==> src/rtl/uart_tx_frame_ctrl.sv <==
// UART transmit frame controller: sequences start, data (from the serializer), optional parity
// and stop bits onto the TX line, one bit per clock.
module uart_tx_frame_ctrl #(
   parameter int DATAWIDTH = 8,
   parameter int STOP_BITS = 1
) (
   input  logic                 i_clk,
   input  logic                 i_rst_n,
   input  logic                 i_dataValid,
   input  logic                 i_parEn,
   input  logic                 i_parType,
   input  logic [DATAWIDTH-1:0] i_dataIn,
   input  logic                 i_serDataIn,
   input  logic                 i_serDone,
   output logic                 o_serLoad,
   output logic                 o_serEn,
   output logic                 o_txOut,
   output logic                 o_busy
);

   typedef enum logic [2:0] {
      S_IDLE   = 3'd0,
      S_START  = 3'd1,
      S_DATA   = 3'd2,
      S_PARITY = 3'd3,
      S_STOP   = 3'd4
   } state_t;

   state_t r_state;
   state_t w_next;
   logic   r_par_bit;
   logic   r_par_en;
   logic   r_stop_cnt;
   logic   w_accept;
   logic   w_last_stop;

   // With two stop bits the counter marks the second one; with one stop bit every STOP cycle is final.
   assign w_last_stop = (r_state == S_STOP) && ((STOP_BITS < 2) || r_stop_cnt);
   assign o_busy      = (r_state != S_IDLE);

   always_ff @(posedge i_clk or negedge i_rst_n) begin
      if (!i_rst_n) begin
         r_state    <= S_IDLE;
         r_par_bit  <= 1'b0;
         r_par_en   <= 1'b0;
         r_stop_cnt <= 1'b0;
      end else begin
         r_state <= w_next;
         if (w_accept) begin
            r_par_bit <= (^i_dataIn) ^ i_parType;
            r_par_en  <= i_parEn;
         end
         if ((r_state == S_STOP) && !w_last_stop)
            r_stop_cnt <= 1'b1;
         else
            r_stop_cnt <= 1'b0;
      end
   end

   always_comb begin
      w_next    = r_state;
      w_accept  = 1'b0;
      o_txOut   = 1'b1;
      o_serEn   = 1'b0;
      o_serLoad = 1'b0;
      case (r_state)
         S_IDLE: begin
            if (i_dataValid) begin
               w_accept = 1'b1;
               w_next   = S_START;
            end
         end
         S_START: begin
            o_txOut = 1'b0;
            o_serEn = 1'b1;
            w_next  = S_DATA;
         end
         S_DATA: begin
            // serDone is the sole end-of-data marker; its cycle carries the MSB
            o_txOut = i_serDataIn;
            o_serEn = !i_serDone;
            if (i_serDone)
               w_next = r_par_en ? S_PARITY : S_STOP;
         end
         S_PARITY: begin
            o_txOut = r_par_bit;
            w_next  = S_STOP;
         end
         S_STOP: begin
            if (w_last_stop) begin
               if (i_dataValid) begin
                  w_accept = 1'b1;
                  w_next   = S_START;
               end else begin
                  w_next = S_IDLE;
               end
            end
         end
         default: w_next = S_IDLE;
      endcase
      o_serLoad = w_accept;
   end

endmodule

==> config.mk <==
export PLATFORM = sky130hd
export DESIGN_NAME = uart_tx_frame_ctrl
export DESIGN_NICKNAME = d
export VERILOG_FILES = /design/src/rtl/uart_tx_frame_ctrl.sv
export SDC_FILE = /design/constraint.sdc
export NUM_CORES = 1
export LEC_CHECK = 0
export BUFFER_PORTS_ARGS = -buffer_cell sky130_fd_sc_hd__buf_2
export CAP_MARGIN = 20
export CORE_AREA = 3 3 40 42
export CTS_CLUSTER_DIAMETER = 40
export DETAILED_ROUTE_END_ITERATION = 12
export DIE_AREA = 0 0 43 45
export PLACE_DENSITY = 0.6
export SYNTH_ARGS = -nofsm -noshare
export SYNTH_HDL_FRONTEND = slang
export SYNTH_SLANG_ARGS = --single-unit
export TNS_END_PERCENT = 50
==> constraint.sdc <==
create_clock -name i_clk -period 1.3 [get_ports i_clk]
set_clock_uncertainty 0.2 [all_clocks]
set_input_delay 0.065 -clock i_clk [delete_from_list [all_inputs] [get_ports i_clk]]
set_output_delay 0.065 -clock i_clk [all_outputs]
set_load 0.05 [all_outputs]
==> results.sh <==
export IMPL_status="finished with violations"
export IMPL_failing_checks="setup timing"
export IMPL_detailedRoute_firstPassIterationCount=1
export IMPL_clock_sinks=5
export IMPL_gr_usage_all_layers=0.106
export IMPL_grt_antenna_before_repair=0
export IMPL_cts_max_level=1
export IMPL_power_switching_w=0.000628
export IMPL_holdCritStartpoint="i_dataIn[1]"
export IMPL_internal_power_w=0.000801
export IMPL_final_cell_mix="14 x buf_2, 9 x buf_4, 5 x dlygate4sd3_1, 5 x buf_6, 5 x dfrtp_1"
export IMPL_grt_first_pass_wirelength_um=1460
export IMPL_antennaDiodeCount=0
export IMPL_tritoncts="built"
export IMPL_power_density_mw_per_mm2=2260
export IMPL_crit_start="r_state[1]"
export IMPL_finalCoreUtilization=0.493
export IMPL_seq_power_share=0.200
export IMPL_ir_worst_vdd_uv=938
export IMPL_post_layout_nonfiller_instances=87
export IMPL_drv_max_cap_violation_count=0
export IMPL_comb_power_share=0.678
export IMPL_route_final_wire_length_um=825
export IMPL_maximum_fanout_count_along_the_critical_path=3
export IMPL_final_common_cell="buf_2"
export IMPL_drt_drc_violations_left=0
export IMPL_post_synth_instance_area_um2=323
export IMPL_via_count_of_the_first_global_routing_pass=370
export IMPL_fmaxAchievable_ghz=0.635
export IMPL_post_route_cells_drive_above_1_share=0.514
export IMPL_p_leak_nw=0.312
export IMPL_io_pins=19
export IMPL_worst_slew_margin_rel=0.849
export IMPL_syn_num_nets=51
export IMPL_sw_frac_of_total=0.439
export IMPL_synthesis_area_per_instance_um2=8.97
export IMPL_ys_ff_latch=5
export IMPL_synth_lib_cells_used_distinct=17
export IMPL_core_area_mm2=0.00128
export IMPL_gpl_final_weighted_congestion=0.682
export IMPL_initial_utilization=0.251
export IMPL_timing_hold_worst_class="in -> reg"
export IMPL_portBuffers=18
export IMPL_slew_viol_final=0
export IMPL_die_h_um=45
export IMPL_max_slew_worst_pin_slew_ps=226
export IMPL_ys_warn_count=0
export IMPL_fin_crit_sh=1.21
export IMPL_drt_iter0_markers=0
export IMPL_antenna_left=0
export IMPL_die_area_mm2=0.00194
export IMPL_root_buffer="clkbuf_4"
export IMPL_timing_hold_worst_path_depth=4
export IMPL_unrepaired_setup_endpoints_after_global_routing="true"
export IMPL_critical_path_reg2reg_startpoint="r_state[1]"
export IMPL_finalNetCount=88
export IMPL_endpoint_kind="primary output"
export IMPL_cts_buffers_inserted=3
export IMPL_route_detailed_vias_per_inst=4.24
export IMPL_fin_crit_ps=1580
export IMPL_setup_violations=5
export IMPL_syn_inst=36
export IMPL_final_hold_violation_count=0
export IMPL_maximum_number_of_pins_on_one_net_before_global_route_repair=7
export IMPL_die_w_um=43
export IMPL_placement_rows=13
export IMPL_via_count=369
export IMPL_cell_total_after_placement=77
export IMPL_setup_worst_path_start_class="register"
export IMPL_flow_area_growth_from_synthesis_pct=96.1
export IMPL_depth_of_the_most_critical_reg_to_reg_path=6
export IMPL_path_class="reg -> out"
export IMPL_worstSkewPairLatency_ps=240
export IMPL_route_detailed_wl_per_inst_um=9.48
export IMPL_synth_sequential_area_ratio=0.388
export IMPL_clkPwrFrac=0.121
export IMPL_postLayoutSetupSlackWorst_ps=-276
export IMPL_dpl_hpwl_um=618
export IMPL_clockBufferDepth=2
export IMPL_worst_setup_hold_path_clk_slew_ps=40
export IMPL_critPathArrivalTime_ps=1310
export IMPL_timing_critical_path_required_ps=1030
export IMPL_overflow=0
## per-stage QoR
stage / hold slack [ps] / setup slack [ps] / instance area, um^2 / power [W] / TNS (ps)
2_1_floorplan: -431 / -130 / 353 / 0.000830 / -262
3_3_place_gp: -314 / -101 / 515 / 0.00109 / -345
3_5_place_dp: -318 / -111 / 515 / 0.00110 / -386
4_1_cts: 25.8 / -291 / 633 / 0.00144 / -1070
5_1_grt: 60.2 / -332 / 633 / 0.00153 / -1330
6_report: 26.6 / -276 / 633 / 0.00143 / -988
## power groups by stage
stage / Combinational [W] / Clock, W / Sequential, W
floorplan: 0.000558 / 0 / 0.000272
global placement: 0.000808 / 0 / 0.000286
detailed placement: 0.000812 / 0 / 0.000290
CTS: 0.000969 / 0.000186 / 0.000287
global route: 0.00104 / 0.000194 / 0.000301
finish: 0.000970 / 0.000174 / 0.000286
## worst paths after layout
path,end,slack (ps)
max,o_serEn,-280
min,r_par_bit,30
max reg2reg,r_par_bit,-40
min reg2reg,r_par_bit,320
max in group asynchronous,r_par_bit,170
min in group asynchronous,r_state[0],540
## registers in the layout, summed over array words and instances, names as in the netlist
name and flops:
r_par_en 1, r_par_bit 1, r_state 3
## critical path, stage by stage (launching register included)
cell,delay [ps]
dfrtp_1,370
inv_2,50
or3_4,370
a21oi_4,120
buf_6,160
## cells in the mapped netlist
library cell,instances,area [um^2]
or3_1,2,12.5
nand2_1,4,15.0
nand3_1,1,5.00
a311o_1,1,10.0
nor3_1,1,5.00
dfrtp_1,5,125
a211o_1,1,8.76
xnor2_1,4,35.0
xnor3_1,1,22.5
a21oi_1,5,25.0
xor2_1,2,17.5
nor2_1,1,3.75
inv_1,4,15.0
o21ai_0,1,5.00
clkbuf_1,1,3.75
nand4b_1,1,8.76
o21ai_1,1,5.00
## cells by family (layout without fill, tap and decap cells)
group | count (synthesis) | count (layout) | synth area share
xor gates and xnor gates | 7 | 7 | 0.233
DFF | 5 | 5 | 0.388
AOI/OAI and AO/OA | 9 | 9 | 0.167
buffers and inverters | 5 | 41 | 0.0581
and+or+nand+nor | 10 | 10 | 0.155
## final cells by class
cell class	count	area, um^2
Fill cell	128	652
Timing Repair Buffer	33	244
Multi-Input combinational cell	26	200
Sequential cell	5	125
Clock buffer	4	26.3
Inverter	4	18.8
Tap cell	15	18.8
## layer usage
metal / part of all wire / global-route usage
met3: 0.051 / 0.0359
met2: 0.54 / 0.180
met5: 0 / 0
met4: 0 / 0.0723
met1: 0.41 / 0.111
## repair_timing
item                                    CTS  global route
cloned                                    0             0
pin swaps                                 0             1
endpoints found under the hold margin     9             0
resized for setup                        11             0
hold buffers                              5             0
endpoints found under the setup margin    5             5
setup buffers                             1             0
No activity file was read; power rests on OpenSTA's default activity.
